--- config.mk ---
export PLATFORM = sky130hd
export DESIGN_NAME = pp_hop_unpack
export DESIGN_NICKNAME = d
export VERILOG_FILES = /design/src/rtl/pp_pkg.sv /design/src/rtl/pp_hop_word_reg.sv /design/src/rtl/pp_hop_unpack.sv
export SDC_FILE = /design/constraint.sdc
export NUM_CORES = 1
export LEC_CHECK = 0
export CAP_MARGIN = 10
export CELL_PAD_IN_SITES_DETAIL_PLACEMENT = 0
export CELL_PAD_IN_SITES_GLOBAL_PLACEMENT = 1
export CORE_MARGIN = 3
export CORE_UTILIZATION = 32
export CTS_CLUSTER_SIZE = 24
export DETAILED_ROUTE_END_ITERATION = 7
export PLACE_DENSITY_LB_ADDON = 0.1
export SLEW_MARGIN = 15
export SYNTH_ARGS = -nofsm -noshare
export SYNTH_HDL_FRONTEND = slang
export SYNTH_SLANG_ARGS = --single-unit
--- constraint.sdc ---
create_clock -name clk -period 2.65 [get_ports clk]
set_input_delay 0.53 -clock clk [delete_from_list [all_inputs] [get_ports clk]]
set_output_delay 0.53 -clock clk [all_outputs]
set_load 0.05 [all_outputs]
--- src/rtl/pp_pkg.sv ---
// Shared types and constants for the path-parser front end.
// Holds the unpacker state encoding, default hop/RCI widths and the hop-index width helper.
// Imported by pp_hop_unpack and pp_hop_word_reg.
package pp_pkg;

  localparam int PP_HOP_NBITS     = 32;
  localparam int PP_HOPS_PER_WORD = 4;
  localparam int PP_RCI_NBITS     = 16;
  localparam int PP_HOP_CNT_NBITS = 8;

  typedef enum logic [1:0] {
    IDLE   = 2'd0,
    UNPACK = 2'd1,
    FETCH  = 2'd2,
    DRAIN  = 2'd3
  } state_t;

  // Bits needed to index the hops of one word (clog2, never below 1).
  function automatic int hop_idx_nbits(input int hops_per_word);
    int n = 1;
    for (int i = 1; i < 31; i++) begin
      if ((1 << i) < hops_per_word) n = i + 1;
    end
    return n;
  endfunction

endpackage

--- src/rtl/pp_hop_word_reg.sv ---
// Holds the word currently being unpacked together with its eop flag.
// Latency: word visible the cycle after load; hop mux is combinational on idx.
// Backpressure: none; the unpacker decides when to load.
module pp_hop_word_reg
  import pp_pkg::*;
#(
  parameter int HOP_NBITS     = PP_HOP_NBITS,
  parameter int HOPS_PER_WORD = PP_HOPS_PER_WORD,
  parameter int IDX_NBITS     = hop_idx_nbits(HOPS_PER_WORD)
) (
  input  logic                               clk,
  input  logic                               rstn,
  input  logic                               load,
  input  logic [HOPS_PER_WORD*HOP_NBITS-1:0] data,
  input  logic                               eop_in,
  input  logic [IDX_NBITS-1:0]               idx,
  output logic [HOP_NBITS-1:0]               hop,
  output logic                               eop
);

  logic [HOPS_PER_WORD*HOP_NBITS-1:0] word;

  // Capture a fresh input word and its eop flag when the unpacker accepts one.
  always_ff @(posedge clk) begin
    if (!rstn) begin
      word <= '0;
      eop  <= 1'b0;
    end else if (load) begin
      word <= data;
      eop  <= eop_in;
    end
  end

  assign hop = word[int'(idx)*HOP_NBITS +: HOP_NBITS];

endmodule

--- src/rtl/pp_hop_unpack.sv ---
// Unpacks packed path-header words into one hop per cycle for the parser's ping-pong hop FIFOs.
// Latency: FIFO reset + meta push in the sop accept cycle, first hop write next cycle, then 1 hop/cycle.
// Backpressure: pkt_ready low while unpacking or while the target slot is busy; writes pause on full.
// Optional statistics counters: define PP_HOP_UNPACK_STATS_EN.
module pp_hop_unpack
  import pp_pkg::*;
#(
  parameter int HOP_NBITS     = PP_HOP_NBITS,
  parameter int HOPS_PER_WORD = PP_HOPS_PER_WORD,
  parameter int RCI_NBITS     = PP_RCI_NBITS,
  parameter int HOP_CNT_NBITS = PP_HOP_CNT_NBITS
) (
  input  logic                               clk,
  input  logic                               rstn,
  input  logic                               pkt_valid,
  output logic                               pkt_ready,
  input  logic                               pkt_sop,
  input  logic                               pkt_eop,
  input  logic [HOPS_PER_WORD*HOP_NBITS-1:0] pkt_data,
  input  logic [HOP_CNT_NBITS-1:0]           pkt_hop_cnt,
  input  logic [RCI_NBITS-1:0]               pkt_rci,
  output logic                               hop_fifo_reset0,
  output logic                               hop_fifo_reset1,
  output logic                               hop_fifo_wr0,
  output logic                               hop_fifo_wr1,
  output logic [HOP_NBITS-1:0]               hop_fifo_wdata0,
  output logic [HOP_NBITS-1:0]               hop_fifo_wdata1,
  input  logic                               hop_fifo_full0,
  input  logic                               hop_fifo_full1,
  input  logic                               parse_done0,
  input  logic                               parse_done1,
  output logic                               pp_meta_valid,
  output logic [RCI_NBITS-1:0]               pp_meta_rci,
  output logic                               err_trunc,
  output logic                               err_zero
`ifdef PP_HOP_UNPACK_STATS_EN
  ,
  output logic [31:0]                        stat_pkts,
  output logic [31:0]                        stat_hops,
  output logic [15:0]                        stat_errs
`endif
);

  localparam int                     IDX_NBITS = hop_idx_nbits(HOPS_PER_WORD);
  localparam logic [IDX_NBITS-1:0]   IDX_LAST  = IDX_NBITS'(HOPS_PER_WORD - 1);
  localparam logic [HOP_CNT_NBITS-1:0] CNT_ONE = HOP_CNT_NBITS'(1);

  state_t                   state, state_nxt;
  logic                     wptr, wptr_nxt;
  logic [1:0]               busy, busy_set;
  logic [IDX_NBITS-1:0]     idx, idx_nxt;
  logic [HOP_CNT_NBITS-1:0] hops_left, hops_left_nxt;
  logic                     word_load, word_eop;
  logic [HOP_NBITS-1:0]     word_hop;
  logic                     full_sel;
  logic                     rdy, wr, fifo_rst, meta, trunc, zero;

  pp_hop_word_reg #(
    .HOP_NBITS     (HOP_NBITS),
    .HOPS_PER_WORD (HOPS_PER_WORD),
    .IDX_NBITS     (IDX_NBITS)
  ) u_word (
    .clk    (clk),
    .rstn   (rstn),
    .load   (word_load),
    .data   (pkt_data),
    .eop_in (pkt_eop),
    .idx    (idx),
    .hop    (word_hop),
    .eop    (word_eop)
  );

  assign full_sel = wptr ? hop_fifo_full1 : hop_fifo_full0;

  // Next-state and per-cycle strobes; every strobe is forced low while rstn is asserted.
  always_comb begin
    state_nxt     = state;
    wptr_nxt      = wptr;
    idx_nxt       = idx;
    hops_left_nxt = hops_left;
    busy_set      = 2'b00;
    word_load     = 1'b0;
    rdy           = 1'b0;
    wr            = 1'b0;
    fifo_rst      = 1'b0;
    meta          = 1'b0;
    trunc         = 1'b0;
    zero          = 1'b0;
    case (state)
      IDLE: begin
        rdy = ~busy[wptr];
        if (pkt_valid && !busy[wptr] && pkt_sop) begin
          if (pkt_hop_cnt != '0) begin
            word_load      = 1'b1;
            idx_nxt        = '0;
            hops_left_nxt  = pkt_hop_cnt;
            fifo_rst       = 1'b1;
            meta           = 1'b1;
            busy_set[wptr] = 1'b1;
            state_nxt      = UNPACK;
          end else begin
            zero      = 1'b1;
            state_nxt = pkt_eop ? IDLE : DRAIN;
          end
        end
      end
      UNPACK: begin
        if (!full_sel) begin
          wr      = 1'b1;
          idx_nxt = idx + 1'b1;
          if (hops_left != '0) hops_left_nxt = hops_left - 1'b1;
          if (hops_left == CNT_ONE) begin
            // Slot is complete here even if trailing words still need draining,
            // so the next packet always lands in the other slot.
            wptr_nxt  = ~wptr;
            state_nxt = word_eop ? IDLE : DRAIN;
          end else if (idx == IDX_LAST) begin
            if (word_eop) begin
              trunc     = 1'b1;
              wptr_nxt  = ~wptr;
              state_nxt = IDLE;
            end else begin
              state_nxt = FETCH;
            end
          end
        end
      end
      FETCH: begin
        rdy = 1'b1;
        if (pkt_valid) begin
          if (pkt_sop) begin
            trunc     = 1'b1;
            wptr_nxt  = ~wptr;
            state_nxt = IDLE;
          end else begin
            word_load = 1'b1;
            idx_nxt   = '0;
            state_nxt = UNPACK;
          end
        end
      end
      DRAIN: begin
        rdy = 1'b1;
        if (pkt_valid && pkt_eop) state_nxt = IDLE;
      end
      default: state_nxt = IDLE;
    endcase
    if (!rstn) begin
      rdy       = 1'b0;
      wr        = 1'b0;
      fifo_rst  = 1'b0;
      meta      = 1'b0;
      trunc     = 1'b0;
      zero      = 1'b0;
      word_load = 1'b0;
      busy_set  = 2'b00;
    end
  end

  // State, write pointer, hop counters and slot-busy flags.
  always_ff @(posedge clk) begin
    if (!rstn) begin
      state     <= IDLE;
      wptr      <= 1'b0;
      idx       <= '0;
      hops_left <= '0;
      busy      <= 2'b00;
    end else begin
      state     <= state_nxt;
      wptr      <= wptr_nxt;
      idx       <= idx_nxt;
      hops_left <= hops_left_nxt;
      busy      <= (busy | busy_set) & ~{parse_done1, parse_done0};
    end
  end

  assign pkt_ready       = rdy;
  assign hop_fifo_reset0 = fifo_rst & ~wptr;
  assign hop_fifo_reset1 = fifo_rst & wptr;
  assign hop_fifo_wr0    = wr & ~wptr;
  assign hop_fifo_wr1    = wr & wptr;
  assign hop_fifo_wdata0 = word_hop;
  assign hop_fifo_wdata1 = word_hop;
  assign pp_meta_valid   = meta;
  assign pp_meta_rci     = meta ? pkt_rci : '0;
  assign err_trunc       = trunc;
  assign err_zero        = zero;

`ifdef PP_HOP_UNPACK_STATS_EN
  // Saturating event counters, updated the cycle after each event.
  always_ff @(posedge clk) begin
    if (!rstn) begin
      stat_pkts <= '0;
      stat_hops <= '0;
      stat_errs <= '0;
    end else begin
      if (meta && stat_pkts != '1) stat_pkts <= stat_pkts + 32'd1;
      if (wr && stat_hops != '1) stat_hops <= stat_hops + 32'd1;
      if ((trunc || zero) && stat_errs != '1) stat_errs <= stat_errs + 16'd1;
    end
  end
`endif

endmodule

-- Yosys cells after proc, flatten, opt, wreduce, memory -nomap -nowiden
Index checks and enable logic that the tools add are counted.
- register bits after elaboration: 144
- output and inout bits: 88
- word-level logic and storage cells: 117
- magnitude comparators: 2
- reductions and logical operators: 16
- mux-type cells: 65
- equality and inequality tests: 15
- shift-type cells: 1
- bitwise logic cells: 9
- add/sub/neg operators: 2
- operator list (operator ; number):
    variable part select 128 x 8 -> 32 bit ; 1
    two-way mux 2 bit ; 19
    two-way mux 1 bit ; 33
    two-way mux 8 bit ; 4
    two-way mux 16 bit ; 1
    inequality test 2 bit, second input constant ; 8
    one-hot mux 8 bit (2 select lines) ; 1
    nonzero test 8 bit ; 2
    AND reduction 6 bit ; 2
    AND reduction 5 bit ; 2
    equality test 8 x 1 -> 1 bit, second input constant ; 1
    one-hot mux 1 bit (2 select lines) ; 4
    one-hot mux 2 bit (4 select lines) ; 1
    subtractor 8 x 1 -> 8 bit, second input constant ; 1
    equality test 2 bit, second input constant ; 3
    one-hot mux 2 bit (3 select lines) ; 1
    bitwise AND 1 bit ; 4
    logical AND 1 bit ; 4
    nonzero test 2 bit ; 2
    inequality test 3 x 2 -> 1 bit, second input constant ; 1
    inequality test 3 bit, second input constant ; 1
    nonzero test 3 bit ; 1
    adder 2 x 1 -> 2 bit, second input constant ; 1
    bitwise AND 2 bit ; 1
    10 further kinds ; 11

-- Logic depth before layout (Yosys ltp)
- depth after elaboration: 10
- mapped depth: 11
- gate-level depth less buffers: 7

-- Cells and area by module
From an unflattened synthesis, not the netlist that was laid out.
- cells, all modules: 659
- area total of the unflattened synthesis: 7293.2 µm²
- by module, submodules not included (module ; cells an instance ; seq. area each (µm²) ; area an instance (µm²) ; instances):
    pp_hop_word_reg ; 455 ; 2582.5 ; 5706.7 ; 1
    pp_hop_unpack ; 204 ; 300.3 ; 1586.5 ; 1

-- Worst setup path after synthesis
Ideal clock, no wire load.
- kind: input -> output
- start: input pkt_hop_cnt[2]
- end: output pp_meta_rci[10]
- arrival: 2219 ps
- cell stages on the path: 5
- slack: -99 ps
- cells stage by stage: nor4_1 nand2_1 and4_1 clkbuf_1 and2_1
- word-level cells in the longest chain between the ends: 6
- ends and longest elaborated chain (what ; RTL line ; text):
    from (decl) ; pp_hop_unpack.sv:20 ; input logic [HOP_CNT_NBITS-1:0] pkt_hop_cnt,
    nonzero test 8 bit ; pp_hop_unpack.sv:93 ; if (pkt_hop_cnt != '0) begin
    two-way mux 1 bit ; pp_hop_unpack.sv:93 ;
    two-way mux 1 bit ; pp_hop_unpack.sv:92 ; if (pkt_valid && !busy[wptr] && pkt_sop) begin
    two-way mux 1 bit ; pp_hop_unpack.sv:89 ; case (state)
    two-way mux 1 bit ; pp_hop_unpack.sv:148 ; if (!rstn) begin
    via pp_meta_valid ; pp_hop_unpack.sv:32 ; output logic pp_meta_valid,
    two-way mux 16 bit ; pp_hop_unpack.sv:185 ; assign pp_meta_rci = meta ? pkt_rci : '0;
    to (decl) ; pp_hop_unpack.sv:33 ; output logic [RCI_NBITS-1:0] pp_meta_rci,
The timed path passes the listed nets, and every way through them passes these cells.

-- Final worst setup path
- start: input pkt_hop_cnt[1]
- end: output pp_meta_rci[9]
- word-level cells in the longest chain between the ends: 6
- ends and longest elaborated chain (what ; RTL line):
    nonzero test 8 bit ; pp_hop_unpack.sv:93
    two-way mux 1 bit ; pp_hop_unpack.sv:93
    two-way mux 1 bit ; pp_hop_unpack.sv:92
    two-way mux 1 bit ; pp_hop_unpack.sv:89
    two-way mux 1 bit ; pp_hop_unpack.sv:148
    two-way mux 16 bit ; pp_hop_unpack.sv:185
No other way between the ends.

==> impl_metrics.toml <==
[critical_path]
path_buf_inv = 2
path_class = "in2out"
slowest_stage = "clkdlybuf4s50_1"
end_kind = "output port"
cp.arrival_ps = 2050
timing.critical_path.required_ps = 2120
startpoint_type = "primary input"
slowest_delay_ps = 450
r2r_slack_ps = 500
r2r_end = "u_word.word[25]"
crit_fanout = 5
crit-reg2reg-launch = "state[0]"
rr_worst_depth = 7
cp_cell_sequence = "clkdlybuf4s50_1 > nor4_4 > nand2_2 > and4_4 > and2_2 > buf_4"
cp_top_family = "simple AND/OR/NAND/NOR gates"

[place]
port_buffers = 248
place_area_sq_um = 9520
gp_congestion = 0.810
dpl.hpwl_microns = 13500

[pwr]
clkPwrFrac_pct = 25.8
p_leak_nw = 3.88
p_sw_mw = 3.32
switching_share_pct = 37.3
seqPwrFrac_pct = 32.7
vdd_ir_drop_max_v = 0.000406
intPower_mw = 5.58
power.density_nw_per_um2 = 875
comb_power_share_pct = 41.6

[sta]
worst_pin_slew_ps = 719
period_share_pct = 97.3
relSlewSlack_pct = 52.0
min_period_ps = 2580
slew_viol_final = 0
finalClockSkew_ps = 11.8
fmax_mhz = 388
setup_viol = 0
hold_violations = 0

[floorplan]
die_x_microns = 151
die_y_microns = 151
coreArea_sq_um = 20500
ios = 249
num_rows = 52
die-area_sq_um = 22800
initial_core_util_pct = 32.9

[cts]
clock_sink_count = 144
postCtsHoldBufs = 0
cts-root-buf = "clkbuf_16"
clk_pin_slew_ps = 60
cts_tree = "built"
clock_latency_ps = 410
clock_tree.buffer_depth = 2
cts_max_level = 4
numCtsBuffers = 17

[cells_and_area]
regArea_sq_um = 2890
multi_input_area_sq_um = 3330
fin_util_pct = 49.6
drive_above_1_share_pct = 21.0
final_area_sq_um = 10200
final_nets = 1172
fill_cells = 1949
n_antenna_cell = 0
syn_to_final_growth_pct = 50.9

[run]
maxCapViolCount = 0

[routing]
drtPass1Iterations = 6
drc = 0
drt-wirelength-per-cell_microns = 14.9
avgViaCountPerCell = 4.60
first_iter_violations = 257
num_vias = 5926
ant_nets = 0
drt-total-wl_microns = 19100

[yosys]
avgSynthCellArea_sq_um = 8.44
async_reset_ff_share_pct = 0
synth_edf_count = 0
ys.flop_type = "dfxtp_1"
yosys_warnings = 0
synth.ff_latch_count = 144
synth.net_count = 966
syn-cell-area_sq_um = 6740
synth-seq-area-share_pct = 42.8
ys_types = 51
synth_cells = 798

[worst_hold_path]
min_from = "u_word.word[49]"
holdCritPathClass = "reg2reg"
min_to = "u_word.word[49]"
holdPathStages = 2

[global_route]
grt_usage_pct = 16.3
antenna_found_initial = 0
grt_pass1_wl_microns = 29500
first_global_vias = 5761
overflow = 0
grt_start_max_net_pins = 79

[outcome]
outcome = "complete, no violations"
[per-layer routing]
layer	GRT usage (%)	routed length, microns	up-vias
met4	3.94	180	0
met1	21.4	8700	2673
met3	5.57	1340	8
li1	-	-	3073
met2	26.1	8920	172
met5	0	0	-
[power by group through the flow]
stage	registers [mW]	logic, mW	clock network [mW]
6_report	2.91	3.70	2.29
5_1_grt	2.97	4.01	2.47
4_1_cts	2.90	3.70	2.37
3_5_place_dp	2.94	3.68	0
3_3_place_gp	2.93	3.67	0
2_1_floorplan	2.85	2.57	0
[state kept, by name (all words and copies together), names as in the netlist]
name / flops
busy: 2
hops_left: 8
idx: 2
u_word.eop: 1
u_word.word: 128
state: 2
wptr: 1
[metrics by stage]
step                      std cells  setup TNS, ps  power, mW  setup WS (ps)  hold WS, ps
after CTS                      1285              0       8.97           10.3          442
after global placement         1253          -3920       6.61           -228          435
final                          1287              0       8.90           71.1          444
after detailed placement       1253          -4070       6.62           -237          439
after floorplan                 798              0       5.42           23.8          425
after global routing           1287          -44.2       9.45          -9.27          461
[cell usage after synthesis, drive strengths merged, types with 4 or more instances]
cell    number  share of area (%)
inv         10               0.56
a211oi       4               0.45
o21ai      138                 10
dfxtp      144                 43
a21oi        4               0.30
clkbuf      36                2.1
o311a        4               0.59
buf         56                6.7
nand3        6               0.45
nand2      275                 15
and2        20                1.9
ha           7                1.3
nor2        16               0.89
mux4        32                 11
xnor2        4               0.52
[cell families (layout without fill, tap and decap cells)]
kind of cell | Yosys count | in the layout | synth area share (%)
buf+inv | 103 | 320 | 9.39
simple gates | 334 | 336 | 20.3
fa+ha+maj | 7 | 7 | 1.30
flops | 144 | 144 | 42.8
compound gates | 170 | 170 | 14.4
mux | 36 | 36 | 11.4
xor+xnor | 4 | 4 | 0.520
[final cells by class]
cell class	count	share of cell area (%)
clock buffers	21	4.53
inverters	11	0.406
multi-input cells	553	32.7
well taps	270	3.32
flip-flops and latches	144	28.4
clock inverters	11	1.05
repair buffers	277	29.6
[tightest hold or removal path: stages, from the launching register on]
cell,delay (ps)
dfxtp_1,300
nand2_1,50
o21ai_1,50
[repair_timing]
action / CTS / global route
buffers inserted: 0 / 0
pin swaps: 0 / 6
gates resized for setup: 5 / 15
setup endpoints to repair: 20 / 19
cloned: 0 / 2
[layout by cell type (no fill, tap or decap), types with 2 or more instances in the layout]
master and instances:
a211oi_1 4, a21boi_0 2, a21oi_1 4, a31o_2 3
and2_1 11, and2_2 9, and4_4 3, buf_12 42
buf_4 76, clkbuf_1 2, clkbuf_16 17, clkbuf_8 2
clkdlybuf4s50_1 155, clkinv_2 2, clkinv_4 3, clkinvlp_4 3
dfxtp_1 140, dfxtp_2 4, dlymetal6s2s_1 3, ha_1 7
inv_1 9, inv_6 2, mux2i_1 2, mux4_2 32
nand2_1 274, nand2b_1 2, nand3_1 6, nor2_1 15
nor2b_1 3, nor4_4 3, o2111ai_1 2, o211a_1 2
o21ai_0 27, o21ai_1 111, o22ai_1 2, o311a_1 4
xnor2_1 4
[worst max path at each step]
stage | startpoint | to | slack, ps | cells past startpoint
final | pkt_hop_cnt[1] | pp_meta_rci[9] | 70 | 6
after global routing | hops_left[6] | err_trunc | -9 | 5
after CTS | pkt_hop_cnt[5] | pp_meta_rci[9] | 10 | 6
after detailed placement | pkt_hop_cnt[6] | pp_meta_rci[14] | -240 | 6
after global placement | pkt_hop_cnt[6] | pp_meta_rci[9] | -230 | 6
after floorplan | rstn | hop_fifo_wr0 | 20 | 5
Power figures use the tool's default switching activity.
